--- src/rtl/fxp_ratio_div_pkg.sv ---
// Shared definitions for the watchdog datapath QF ratio stage.
// Holds the controller state encoding, the error code values reported on
// err_code and the default Q-format (Q16.16) parameters.
package fxp_ratio_div_pkg;

  localparam int W_DEF = 32;
  localparam int F_DEF = 16;

  typedef enum logic [2:0] {
    IDLE = 3'd0,
    REQ  = 3'd1,
    WAIT = 3'd2,
    MUL  = 3'd3,
    OUT  = 3'd4
  } state_t;

  localparam logic [1:0] ERR_OK      = 2'd0;
  localparam logic [1:0] ERR_INVALID = 2'd1;
  localparam logic [1:0] ERR_TIMEOUT = 2'd2;
  localparam logic [1:0] ERR_SAT     = 2'd3;

endpackage

--- src/rtl/fxp_sat_mul.sv ---
// Combinational QF multiplier: signed W-bit a times unsigned W-bit b,
// arithmetic shift right by F (floor rounding), saturated to signed W bits.
// Ports:
//   a   : signed QF operand
//   b   : unsigned QF operand
//   y   : saturated signed QF product
//   sat : high when y was clamped to the positive or negative limit
module fxp_sat_mul
  import fxp_ratio_div_pkg::*;
#(
  parameter int W = W_DEF,
  parameter int F = F_DEF
) (
  input  logic [W-1:0] a,
  input  logic [W-1:0] b,
  output logic [W-1:0] y,
  output logic         sat
);

  logic signed [2*W-1:0] a_ext_s;
  logic signed [2*W-1:0] b_ext_s;
  logic signed [2*W-1:0] prod_s;
  logic signed [2*W-1:0] shift_s;
  logic        [W:0]     top_s;

  // b is unsigned, so it is zero-extended; the 2W-bit product cannot overflow.
  assign a_ext_s = $signed({{W{a[W-1]}}, a});
  assign b_ext_s = $signed({{W{1'b0}}, b});
  assign prod_s  = a_ext_s * b_ext_s;
  assign shift_s = prod_s >>> F;

  // The shifted value fits in W signed bits exactly when bits [2W-1:W-1]
  // are all copies of the sign bit.
  assign top_s = shift_s[2*W-1:W-1];

  // Saturate toward the sign of the full-width shifted product.
  always_comb begin
    y   = shift_s[W-1:0];
    sat = 1'b0;
    if ((top_s == {(W+1){1'b0}}) || (top_s == {(W+1){1'b1}})) begin
      y   = shift_s[W-1:0];
      sat = 1'b0;
    end else if (shift_s[2*W-1]) begin
      y   = {1'b1, {(W-1){1'b0}}};
      sat = 1'b1;
    end else begin
      y   = {1'b0, {(W-1){1'b1}}};
      sat = 1'b1;
    end
  end

endmodule

--- src/rtl/fxp_ratio_div.sv ---
// Signed QF ratio num/den computed as num * (1/den). The reciprocal is
// obtained from the iterative reciprocal unit over a start/done side port,
// guarded by a watchdog timeout, then multiplied and saturated.
// Ports:
//   clk, rst_n            : clock, asynchronous active-low reset
//   in_valid/in_ready     : operand handshake (num, den in QF)
//   rc_start/rc_x         : start pulse and denominator to reciprocal unit
//   rc_done/rc_inv/rc_invalid : reciprocal result, qualified by rc_done
//   out_valid/out_ready   : result handshake
//   result/err_code       : signed QF ratio and status (ok/invalid/timeout/sat)
module fxp_ratio_div
  import fxp_ratio_div_pkg::*;
#(
  parameter int W       = W_DEF,
  parameter int F       = F_DEF,
  parameter int TIMEOUT = 64,
  parameter int TO_W    = 7
) (
  input  logic         clk,
  input  logic         rst_n,
  input  logic         in_valid,
  output logic         in_ready,
  input  logic [W-1:0] num,
  input  logic [W-1:0] den,
  output logic         rc_start,
  output logic [W-1:0] rc_x,
  input  logic         rc_done,
  input  logic [W-1:0] rc_inv,
  input  logic         rc_invalid,
  output logic         out_valid,
  input  logic         out_ready,
  output logic [W-1:0] result,
  output logic [1:0]   err_code
);

  state_t          state_r;
  logic [W-1:0]    num_r;
  logic [W-1:0]    inv_r;
  logic            invalid_r;
  logic [TO_W-1:0] cnt_r;
  logic [W-1:0]    mul_y_s;
  logic            mul_sat_s;

  fxp_sat_mul #(
    .W (W),
    .F (F)
  ) u_mul (
    .a   (num_r),
    .b   (inv_r),
    .y   (mul_y_s),
    .sat (mul_sat_s)
  );

  // Controller: one operation in flight, all handshake outputs registered.
  // rc_x is only written on acceptance, so it stays stable through rc_done.
  always_ff @(posedge clk or negedge rst_n) begin
    if (!rst_n) begin
      state_r   <= IDLE;
      in_ready  <= 1'b1;
      rc_start  <= 1'b0;
      rc_x      <= {W{1'b0}};
      out_valid <= 1'b0;
      result    <= {W{1'b0}};
      err_code  <= ERR_OK;
      num_r     <= {W{1'b0}};
      inv_r     <= {W{1'b0}};
      invalid_r <= 1'b0;
      cnt_r     <= {TO_W{1'b0}};
    end else begin
      case (state_r)
        IDLE: begin
          if (in_valid && in_ready) begin
            num_r    <= num;
            rc_x     <= den;
            in_ready <= 1'b0;
            rc_start <= 1'b1;
            state_r  <= REQ;
          end
        end
        REQ: begin
          rc_start <= 1'b0;
          cnt_r    <= {TO_W{1'b0}};
          state_r  <= WAIT;
        end
        WAIT: begin
          cnt_r <= cnt_r + TO_W'(1);
          // rc_done takes priority over an expiring counter in the same cycle.
          if (rc_done) begin
            inv_r     <= rc_inv;
            invalid_r <= rc_invalid;
            state_r   <= MUL;
          end else if (cnt_r == TO_W'(TIMEOUT - 1)) begin
            result    <= {W{1'b0}};
            err_code  <= ERR_TIMEOUT;
            out_valid <= 1'b1;
            state_r   <= OUT;
          end
        end
        MUL: begin
          if (invalid_r) begin
            result   <= {W{1'b0}};
            err_code <= ERR_INVALID;
          end else if (mul_sat_s) begin
            result   <= mul_y_s;
            err_code <= ERR_SAT;
          end else begin
            result   <= mul_y_s;
            err_code <= ERR_OK;
          end
          out_valid <= 1'b1;
          state_r   <= OUT;
        end
        OUT: begin
          // No timeout here: a stalled consumer holds the result indefinitely.
          if (out_ready) begin
            out_valid <= 1'b0;
            in_ready  <= 1'b1;
            state_r   <= IDLE;
          end
        end
        default: begin
          state_r   <= IDLE;
          in_ready  <= 1'b1;
          rc_start  <= 1'b0;
          out_valid <= 1'b0;
        end
      endcase
    end
  end

endmodule

--- config.mk ---
export PLATFORM = sky130hd
export DESIGN_NAME = fxp_ratio_div
export DESIGN_NICKNAME = d
export VERILOG_FILES = /design/src/rtl/fxp_ratio_div_pkg.sv /design/src/rtl/fxp_sat_mul.sv /design/src/rtl/fxp_ratio_div.sv
export SDC_FILE = /design/constraint.sdc
export NUM_CORES = 2
export LEC_CHECK = 0
export BUFFER_PORTS_ARGS = -buffer_cell sky130_fd_sc_hd__buf_4
export CORE_MARGIN = 4
export CORE_UTILIZATION = 40
export CTS_BUF_LIST = sky130_fd_sc_hd__clkbuf_4
export CTS_CLUSTER_DIAMETER = 100
export CTS_CLUSTER_SIZE = 10
export DETAILED_ROUTE_END_ITERATION = 8
export SYNTH_ARGS = -nofsm -noshare
export SYNTH_HDL_FRONTEND = slang
export SYNTH_SLANG_ARGS = --single-unit
--- constraint.sdc ---
create_clock -name clk -period 13.4 [get_ports clk]
set_input_delay 0.67 -clock clk [delete_from_list [all_inputs] [get_ports clk]]
set_output_delay 0.67 -clock clk [all_outputs]
set_load 0.01 [all_outputs]
==> results.ini <==
[clock_tree]
cts_tree = built
clkSinkCount = 144
clkLatencyLatePin_ns = 0.81
htreeDepth = 4
cts_buffers = 17
cts_setup_buffers = 0
clock_path_buffers = 2
clkTransAtPathRegs_ns = 0.17
cts_root_buffer = clkbuf_4

[timing]
fmax_mhz = 97.2
rsz0062_at_grt = no
maxSlewViolCount = 0
fin_skew_ns = 0.0745
setup_ws_ns = 3.11
setup_viol = 0
hold_viol = 0
worst_pin_slew_ns = 1.18
slew_headroom_pct = 20.7
final.period_utilization_pct = 76.8
tns_ns = 0
fin_crit_ns = 10.29

[routing]
postRouteAntennaNets = 0
drt-wirelength-per-cell_um = 20.0
route.met3.wl_mm = 5.41
route.vias.total = 28500
drc = 0
drt_wl_total_mm = 110
route.met2.wl_mm = 54.9
wirelength_met1_mm = 46.9
highest_layer = met5
first_iter_violations = 1381
vias_per_cell = 5.17
first_pass_iters = 5

[worst_setup_path]
cp-end-kind = flop
critPathMaxStageDelay_ns = 0.95
critical_path_class = flop to flop
worstPathRequired_ns = 14.09
critPathSlowestCell = nor3_4
crit_path_frequent_cell = fa_1
cp_top_family = adder cells
critPathArrivalTime_ns = 10.97
crit_path_start_kind = flop
cp_num_buf_inv = 5
cp_max_fo = 31

[min_path]
hold_class = input pin to flop

[grt]
grt_pass1_wl_mm = 179
grt_overflow = 0
antenna_found_initial = 6
grt_max_degree = 60
track_usage_pct = 22.2
grt_pass1_vias = 31600

[placement]
place_congestion = 0.916
dp_hpwl_mm = 86.0
post-place-ws_ns = 3.16
portBuffers = 170
dp.cells = 5471

[floorplan]
design.die.area_sq_um = 105000
die_x_um = 323
initial_utilization_pct = 40.3
rows = 115
core_area_sq_um = 98600
io-pin-count = 171
die_h_um = 323

[logic_synthesis]
ys_ff_latch = 144
dominantRegCellSynth = dfrtp_1
yosysTopAreaCellShare_pct = 45.1
synth_top_area_cell = fa_1
synthesis.nets = 5485
synth.area.top_cells = fa_1 (45%), and2_1 (9.8%), ha_1 (9.1%)
async_flop_share_pct = 100
syn_area_sq_um = 39800
yosysWarnings = 0
syn_avg_cell_area_sq_um = 9.47
synth.most_common_cell = fa_1
synth_cell_types = 81
synthCells = 4199
synth_enable_flop_cells = 0
synth.yosys.seq_area_share_pct = 9.06
ys_top_cells_by_count = fa_1 (896), inv_1 (874), and2_1 (622)

[status]
status = finished, final reports clean

[final_layout]
multi_input_comb_area_sq_um = 31900
fin_util_pct = 43.2
final.fill_count = 9680
nNetsFinal = 5500
stdcell_count = 5518
area_growth_pct = 7.09
seq_area_sq_um = 3620
drive_gt1_share_pct = 9.37

[job]
drv_cap = 0

-- metrics by stage --
step / cell area (sq um) / hold slack, ns
floorplan: 39800 / 0.374
finish: 42600 / 0.127
CTS: 42600 / 0.0165
global route: 42600 / 0.0277
detailed placement: 42100 / 0.495
global placement: 42100 / 0.490
-- path summary, 6_finish.rpt --
| path | start | to | slack, ns | cells past startpoint |
|---|---|---|---|---|
| min in group asynchronous | rst_n | num_r[7] | 0.37 | 2 |
| worst max register to register | num_r[31] | result[30] | 3.11 | 26 |
| worst max-delay path | num_r[31] | result[30] | 3.11 | 26 |
| max in group asynchronous | rst_n | state_r[2] | 11.18 | 4 |
| worst min-delay path | num[0] | num_r[0] | 0.13 | 2 |
| worst min register to register | inv_r[22] | inv_r[22] | 0.53 | 1 |
-- kinds of logic (layout without fill, tap and decap cells) --
logic type               after synthesis  in the layout  synth area share [%]
AO/OA/AOI/OAI                        303            303                  5.04
XOR/XNOR                              46             46                  1.01
adder cells (fa/ha/maj)             1184           1184                  54.2
buffers and inverters               1115           1143                  10.7
flip-flops                           144            144                  9.06
multiplexers                          99             99                  2.80
other                                  0              4                     0
AND/OR/NAND/NOR                     1308           1308                  17.2
-- layout make-up --
cell class,count,area share (%)
multi-input cells,2940,75.0
flip-flops and latches,144,8.50
clock inverters,14,0.452
clock buffers,18,0.317
inverters,875,7.71
repair buffers,236,4.23
well taps,1287,3.78
diodes,4,0.0235
-- flip-flops by register name, indices dropped and copies added (netlist names) --
register	cells
err_code	2
result	32
in_ready	1
out_valid	1
state_r	3
num_r	32
invalid_r	1
cnt_r	7
inv_r	32
rc_start	1
rc_x	32
-- per-layer routing --
metal  vias to the layer above  GRT usage, %
li1                      12600             -
met2                       757          38.4
met3                       178          3.38
met5                         -             0
met4                         2          6.28
met1                     15000          29.0
-- placed cells by master (no fill, tap or decap), drive strengths merged, types with 12 or more instances in the layout --
master,n
a21o,13
a21oi,91
a221o,33
and2,623
buf,225
clkbuf,18
dfrtp,143
fa,896
ha,288
inv,882
mux2,98
nand2,457
nand2b,19
nand3,17
nand4,32
nor2,85
nor3,25
o21a,12
o21ai,78
xnor2,28
xor2,18
-- repair_timing --
| item | in CTS | in global routing |
|---|---|---|
| hold buffers | 11 | 0 |
| hold endpoints to repair | 51 | 0 |
| resized for setup | 0 | 0 |
Power is not shown: default switching activity piles up to over one toggle a cycle in this logic, so the estimate is an artifact.
